### config.mk
export PLATFORM = sky130hd
export DESIGN_NAME = mem_arbiter
export DESIGN_NICKNAME = d
export VERILOG_FILES = /design/src/rtl/mem_arb_pkg.sv /design/src/rtl/mem_arbiter_rr.sv /design/src/rtl/mem_arbiter.sv
export SDC_FILE = /design/constraint.sdc
export NUM_CORES = 1
export LEC_CHECK = 0
export ABC_AREA = 1
export BUFFER_PORTS_ARGS = -buffer_cell sky130_fd_sc_hd__buf_2
export CAP_MARGIN = 10
export CORE_UTILIZATION = 35
export DETAILED_ROUTE_END_ITERATION = 8
export HOLD_SLACK_MARGIN = 0.15
export PLACE_DENSITY_LB_ADDON = 0.3
export SYNTH_ARGS = -nofsm -noshare
export SYNTH_HDL_FRONTEND = slang
export SYNTH_SLANG_ARGS = --single-unit
### constraint.sdc
create_clock -name clk -period 1.3 [get_ports clk]
set_input_delay 0.13 -clock clk [delete_from_list [all_inputs] [get_ports clk]]
set_output_delay 0.13 -clock clk [all_outputs]
set_load 0.01 [all_outputs]
### src/rtl/mem_arb_pkg.sv
// Shared types and helpers for the data-memory arbiter.
package mem_arb_pkg;

  typedef enum logic [1:0] {
    IDLE   = 2'd0,
    ACCESS = 2'd1,
    RESP   = 2'd2
  } arb_state_t;

  localparam int MAX_REQ = 4;
  // Requester index width, wide enough for MAX_REQ requesters.
  localparam int IDX_W   = 2;

  // Word index of a byte address.
  function automatic logic [29:0] word_idx(input logic [31:0] addr);
    return addr[31:2];
  endfunction

endpackage

### src/rtl/mem_arbiter_rr.sv
// Combinational round-robin pick: the first requester at or after ptr wins.
module rr_arbiter
  import mem_arb_pkg::*;
#(
  parameter int N = 2
) (
  input  logic [N-1:0]     req,
  input  logic [IDX_W-1:0] ptr,
  output logic [N-1:0]     grant,
  output logic [IDX_W-1:0] grant_idx,
  output logic             grant_any
);

  // Scan priority offsets from ptr; the first valid candidate is granted.
  always_comb begin
    grant     = '0;
    grant_idx = '0;
    grant_any = 1'b0;
    for (int off = 0; off < N; off++) begin
      for (int i = 0; i < N; i++) begin
        if (!grant_any && req[i] && (((int'(ptr) + off) % N) == i)) begin
          grant[i]  = 1'b1;
          grant_idx = IDX_W'(i);
          grant_any = 1'b1;
        end
      end
    end
  end

endmodule

### src/rtl/mem_arbiter.sv
// Round-robin arbiter/sequencer in front of the single-port data memory.
// One request is accepted at a time; the memory is driven for exactly one
// cycle (ACCESS) and a one-cycle response pulse follows (RESP).
// Optional build macro MEM_ARB_RANGE_CHK_EN: flags misaligned or out-of-range
// addresses; such requests never write and respond with rsp_err = 1.
module mem_arbiter
  import mem_arb_pkg::*;
#(
  parameter int NUM_REQ  = 2,
  parameter int RAM_SIZE = 256
) (
  input  logic                     clk,
  input  logic                     rst_n,
  input  logic [NUM_REQ-1:0]       req_valid,
  input  logic [NUM_REQ-1:0]       req_write,
  input  logic [NUM_REQ-1:0][31:0] req_addr,
  input  logic [NUM_REQ-1:0][31:0] req_wdata,
  output logic [NUM_REQ-1:0]       req_ready,
  output logic [NUM_REQ-1:0]       rsp_valid,
  output logic [31:0]              rsp_rdata,
  output logic                     rsp_err,
  output logic                     mem_write,
  output logic [31:0]              mem_address,
  output logic [31:0]              mem_write_data,
  input  logic [31:0]              mem_read_data
);

  arb_state_t       state_q, state_d;
  logic [IDX_W-1:0] rr_ptr_q, rr_ptr_d;
  logic             lat_write_q, lat_write_d;
  logic [31:0]      lat_addr_q, lat_addr_d;
  logic [31:0]      lat_wdata_q, lat_wdata_d;
  logic [IDX_W-1:0] lat_idx_q, lat_idx_d;
  logic             lat_err_q, lat_err_d;
  logic [31:0]      rsp_rdata_q, rsp_rdata_d;
  logic             rsp_err_q, rsp_err_d;

  logic [NUM_REQ-1:0] grant;
  logic [IDX_W-1:0]   grant_idx;
  logic               grant_any;
  logic               arb_en;
  logic               sel_write;
  logic [31:0]        sel_addr;
  logic [31:0]        sel_wdata;
  logic               sel_err;

  rr_arbiter #(.N(NUM_REQ)) u_rr (
    .req       (req_valid),
    .ptr       (rr_ptr_q),
    .grant     (grant),
    .grant_idx (grant_idx),
    .grant_any (grant_any)
  );

  // Arbitration is open in IDLE and RESP; held off while reset is asserted
  // so that req_ready reads 0 during reset even with requests pending.
  assign arb_en = rst_n && (state_q != ACCESS);

  for (genvar gi = 0; gi < NUM_REQ; gi++) begin : g_req
    assign req_ready[gi] = arb_en && grant[gi];
    assign rsp_valid[gi] = (state_q == RESP) && (lat_idx_q == IDX_W'(gi));
  end

  // Mux the winning requester's fields onto a single set of latch inputs.
  always_comb begin
    sel_write = 1'b0;
    sel_addr  = '0;
    sel_wdata = '0;
    for (int i = 0; i < NUM_REQ; i++) begin
      if (grant[i]) begin
        sel_write = req_write[i];
        sel_addr  = req_addr[i];
        sel_wdata = req_wdata[i];
      end
    end
  end

`ifdef MEM_ARB_RANGE_CHK_EN
  assign sel_err = (sel_addr[1:0] != 2'b00) || (word_idx(sel_addr) >= 30'(RAM_SIZE));
`else
  assign sel_err = 1'b0;
`endif

  // Next-state logic: accept in IDLE/RESP, access for one cycle, then respond.
  always_comb begin
    state_d     = state_q;
    rr_ptr_d    = rr_ptr_q;
    lat_write_d = lat_write_q;
    lat_addr_d  = lat_addr_q;
    lat_wdata_d = lat_wdata_q;
    lat_idx_d   = lat_idx_q;
    lat_err_d   = lat_err_q;
    rsp_rdata_d = rsp_rdata_q;
    rsp_err_d   = rsp_err_q;
    case (state_q)
      IDLE, RESP: begin
        if (grant_any) begin
          state_d     = ACCESS;
          lat_write_d = sel_write;
          lat_addr_d  = sel_addr;
          lat_wdata_d = sel_wdata;
          lat_idx_d   = grant_idx;
          lat_err_d   = sel_err;
          if (int'(grant_idx) == NUM_REQ - 1) rr_ptr_d = '0;
          else                                rr_ptr_d = grant_idx + IDX_W'(1);
        end else begin
          state_d = IDLE;
        end
      end
      ACCESS: begin
        state_d     = RESP;
        // Writes and flagged requests return zero data.
        rsp_rdata_d = (lat_write_q || lat_err_q) ? 32'h0 : mem_read_data;
        rsp_err_d   = lat_err_q;
      end
      default: state_d = IDLE;
    endcase
  end

  // State, pointer, request latches and response registers.
  always_ff @(posedge clk or negedge rst_n) begin
    if (!rst_n) begin
      state_q     <= IDLE;
      rr_ptr_q    <= '0;
      lat_write_q <= 1'b0;
      lat_addr_q  <= '0;
      lat_wdata_q <= '0;
      lat_idx_q   <= '0;
      lat_err_q   <= 1'b0;
      rsp_rdata_q <= '0;
      rsp_err_q   <= 1'b0;
    end else begin
      state_q     <= state_d;
      rr_ptr_q    <= rr_ptr_d;
      lat_write_q <= lat_write_d;
      lat_addr_q  <= lat_addr_d;
      lat_wdata_q <= lat_wdata_d;
      lat_idx_q   <= lat_idx_d;
      lat_err_q   <= lat_err_d;
      rsp_rdata_q <= rsp_rdata_d;
      rsp_err_q   <= rsp_err_d;
    end
  end

  // Memory ports are only non-zero during ACCESS; reset drops them at once.
  assign mem_write      = (state_q == ACCESS) && lat_write_q && !lat_err_q;
  assign mem_address    = (state_q == ACCESS) ? lat_addr_q  : 32'h0;
  assign mem_write_data = (state_q == ACCESS) ? lat_wdata_q : 32'h0;
  assign rsp_rdata      = rsp_rdata_q;
  assign rsp_err        = rsp_err_q;

endmodule

==> impl.org <==
** Setup path
- At the worst endpoint, the required time is 1170 ps.
- Crit path arrival time :: about 1500 ps
- STA classifies the critical path startpoint as a register.
- Critical path start-end classification :: register to primary output
- In this run the register-to-register setup slack is -120 ps.
- In this run the worst path has a maximum fanout of 10.
- The worst setup path is captured at a primary output.
- R2R cell count :: 8

** Layout
- The library cell used most frequently in the layout, excluding fill and tap cells, is sky130_fd_sc_hd__buf_2.
- The net count of the finished layout is about 1.3k.
- Most frequent cells in the layout :: 253 x sky130_fd_sc_hd__buf_2, 164 x sky130_fd_sc_hd__dlygate4sd3_1, 134 x sky130_fd_sc_hd__nand2_1
- After filler insertion, the fill cell instance count of the layout stands at roughly 940.
- Fraction of layout cells with a size suffix above 1 :: 0.460
- Compared with the post-synthesis result, the final layout area differs by 100%.

** Drt
- Post-route DRC :: 0
- In the final routed layout, each cell accounts on average for about 19 µm.
- The routed design has 24400 µm of wire.
- First-pass iteration count of the detailed router :: 6
- Initial detailed-routing violation count :: 465
- Via/cell ratio :: 5.23
- Routed via count :: between 6k and 7k
- Number of nets with antenna violations after detailed routing :: 0

** STA
- Worst-margin pin slew :: 630 ps
- PnR worst setup slack :: -369 ps
- RSZ-0062 raised after global routing :: yes
- Count of endpoints failing setup in the final report :: 143
- Worst Clk Skew :: 5.78 ps
- Achievable Freq :: about 0.60 GHz
- Share of the clock period used by the worst path :: 1.28
- The number of hold violations in the final report came to 0.
- Time the final worst path needs with I/O delays and setup :: between 1500 and 2000 ps
- The final number of max-transition violations came to 0.
- Measured against its own limit, the worst slew margin works out to 0.580.

** Yosys
- After synthesis, the netlist uses 19 different library cells.
- Fraction of post-synthesis cell area in the top cell type by area :: 0.501
- Number of enable flip-flop cells after synthesis :: 0
- sky130_fd_sc_hd__dfrtp_1 takes more of the synthesized area than any other cell.
- After synthesis the netlist holds a flip-flop and latch count of 101.
- Synthesized instance count :: approximately 660
- For this run, the number of Yosys warnings is 0.
- The mapped netlist covers about 5000 µm².
- Seq/Total Area, Yosys :: 0.501
- In the synthesized netlist the async set-or-reset flop fraction comes to 1.00.
- Avg Inst Size Synth :: 7.63 µm²
- When the netlist entered floorplanning its net count stood at between 800 and 900.
- In the synthesized netlist the dominant register cell turns out to be sky130_fd_sc_hd__dfrtp_1.
- Top cells by area in the synthesized netlist :: sky130_fd_sc_hd__dfrtp_1 50%, sky130_fd_sc_hd__nand2_1 15%, sky130_fd_sc_hd__nand3_1 9.7%

** Run
- Max-cap violations in this run came to 0.

** Global route
- Total overflow reported by the global router :: 0
- Via count of the first global-routing pass :: roughly 6.0k
- The initial antenna violation count came to 1.
- Across every metal layer, demand over resource in global routing totals 0.259.
- The first global-routing pass estimated roughly 30000 µm of wire.
- Pin count of the biggest net entering global routing :: around 100

** Floorplanning
- Width of the die :: between 100 and 150 µm
- Vertical extent of the die :: around 120 µm
- Effective utilization at floorplan :: 0.360
- The die covers roughly 15000 µm².
- The floorplan has 43 rows.
- Placeable Area :: roughly 14000 µm²
- I/O Pins :: 268

** Power
- The share of total power dissipated in combinational logic is 0.403.
- Cell leakage power :: ~5.5 nW
- Part of the power in the clock network :: 0.235
- Power Dens Cells :: around 1200 nW/µm²
- Sequential group share of total power :: 0.363
- The worst-case IR drop observed on VDD is 0.000825 V.
- Net switching fraction of the power :: 0.367
- The analysis attributes to net switching a power of about 0.0046 W.
- Summing internal, switching and leakage power gives around 0.012 W.
- Internal power :: between 0.007 and 0.008 W

** Clock network
- Clock tree root driver cell :: sky130_fd_sc_hd__clkbuf_16
- In this run the number of H-tree levels came out at 3.
- At the later pin of the worst-skew pair, clock insertion delay measures between 300 and 400 ps.
- Clock tree synthesis inserted a total of 9 buffers.
- After clock tree synthesis, the clock-pin slew on the worst setup and hold paths is ~70 ps.
- Buffer depth of the longest clock path :: 2
- The tree built by TritonCTS fans out to between 100 and 150 sinks.
- TritonCTS built the clock tree.

** Worst hold path
- Counting instances, the worst hold path has a depth of 3.
- In this run the worst hold path is classified as primary input to register.

** Placement
- Once detailed placement completed, the half-perimeter wirelength came to roughly 10000 µm.
- Quantity of I/O buffers inserted on ports :: between 200 and 300
- Gpl congestion :: 0.748
- Prior to clock tree synthesis, the placed netlist has a worst setup slack of 28.5 ps.

** Run status
- Outcome :: complete, but fails checks
- The final reports fail on setup timing.
==> per-stage QoR <==
step,TNS [ps],hold WS (ps),instance area [µm²],cells,util
after floorplan,0,-166,5040,661,-
after global placement,0,282,6650,1077,0.475
after detailed placement,0,277,6650,1077,0.475
after CTS,-18280,181,8700,1261,0.622
after global routing,-32900,254,10100,1285,0.721
final,-25120,214,10100,1285,0.721
==> logic make-up (layout without fill, tap and decap cells) <==
family,count (synthesis),after routing,share of synthesized area
AO/OA/AOI/OAI,3,4,0.00372
buffers and inverters,124,566,0.113
flip-flops,101,101,0.501
other,1,2,0.000744
AND/OR/NAND/NOR,432,432,0.381
==> area by class of cell <==
class,instances,area [µm²],share of cell area
Antenna cell,1,2.50,0.000248
Clock buffer,10,229,0.0227
Clock inverter,6,87.6,0.00868
Inverter,72,283,0.0280
Multi-Input combinational cell,437,2860,0.284
Sequential cell,101,2530,0.251
Tap cell,180,225,0.0223
Timing Repair Buffer,478,3870,0.384
==> layer usage <==
metal	up-vias	part of all wire	GRT usage
li1	3000	-	-
met1	3211	0.36	0.305
met2	429	0.51	0.446
met3	85	0.086	0.0478
met4	0	0.042	0.136
met5	-	0	0
==> synth_stat cells (3+ instances only) <==
cell                       number
sky130_fd_sc_hd__inv_1         68
sky130_fd_sc_hd__nor3_1         3
sky130_fd_sc_hd__inv_2          4
sky130_fd_sc_hd__clkbuf_1      17
sky130_fd_sc_hd__nand3_1       98
sky130_fd_sc_hd__buf_2         22
sky130_fd_sc_hd__nor2_1        65
sky130_fd_sc_hd__dfrtp_1      101
sky130_fd_sc_hd__buf_6          9
sky130_fd_sc_hd__nand4_1       65
sky130_fd_sc_hd__nand2_1      199
sky130_fd_sc_hd__buf_4          3
==> state kept, by name, summed over array words and instances (netlist names) <==
name,count
lat_addr_q,32
rr_ptr_q,1
lat_idx_q,1
rsp_rdata,32
lat_wdata_q,32
lat_write_q,1
state_q,2
==> repair_timing <==
| item | CTS | global route |
|---|---|---|
| hold buffers | 164 | 0 |
| pin swaps | 0 | 66 |
| setup endpoints to repair | 69 | 147 |
| buffers inserted | 3 | 6 |
| endpoints found under the hold margin | 199 | 0 |
| gates resized for setup | 7 | 249 |
| cloned | 1 | 18 |
==> power groups by stage <==
stage / clock [W] / sequential, W / combinational (W)
2_1_floorplan: 0 / 0.00441 / 0.00169
3_3_place_gp: 0 / 0.00431 / 0.00322
3_5_place_dp: 0 / 0.00431 / 0.00323
4_1_cts: 0.00296 / 0.00427 / 0.00370
5_1_grt: 0.00308 / 0.00460 / 0.00538
6_report: 0.00293 / 0.00452 / 0.00502
==> critical path: stages, from the launching register on <==
cell                        delay, ps
sky130_fd_sc_hd__dfrtp_1          380
sky130_fd_sc_hd__inv_2             70
sky130_fd_sc_hd__nor2_4           180
sky130_fd_sc_hd__inv_8            100
sky130_fd_sc_hd__clkbuf_16        190
sky130_fd_sc_hd__nor2_1           110
sky130_fd_sc_hd__buf_2            150
==> worst paths after layout <==
| check | endpoint | from |
|---|---|---|
| setup / recovery | mem_address[12] | state_q[0] |
| hold / removal | lat_addr_q[8] | req_valid[1] |
| setup reg to reg | lat_wdata_q[9] | state_q[0] |
| hold reg to reg | rsp_rdata[3] | rsp_rdata[3] |
| max in group asynchronous | lat_wdata_q[28] | rst_n |
| min in group asynchronous | lat_addr_q[17] | rst_n |
(Power assumes the default switching activity.)
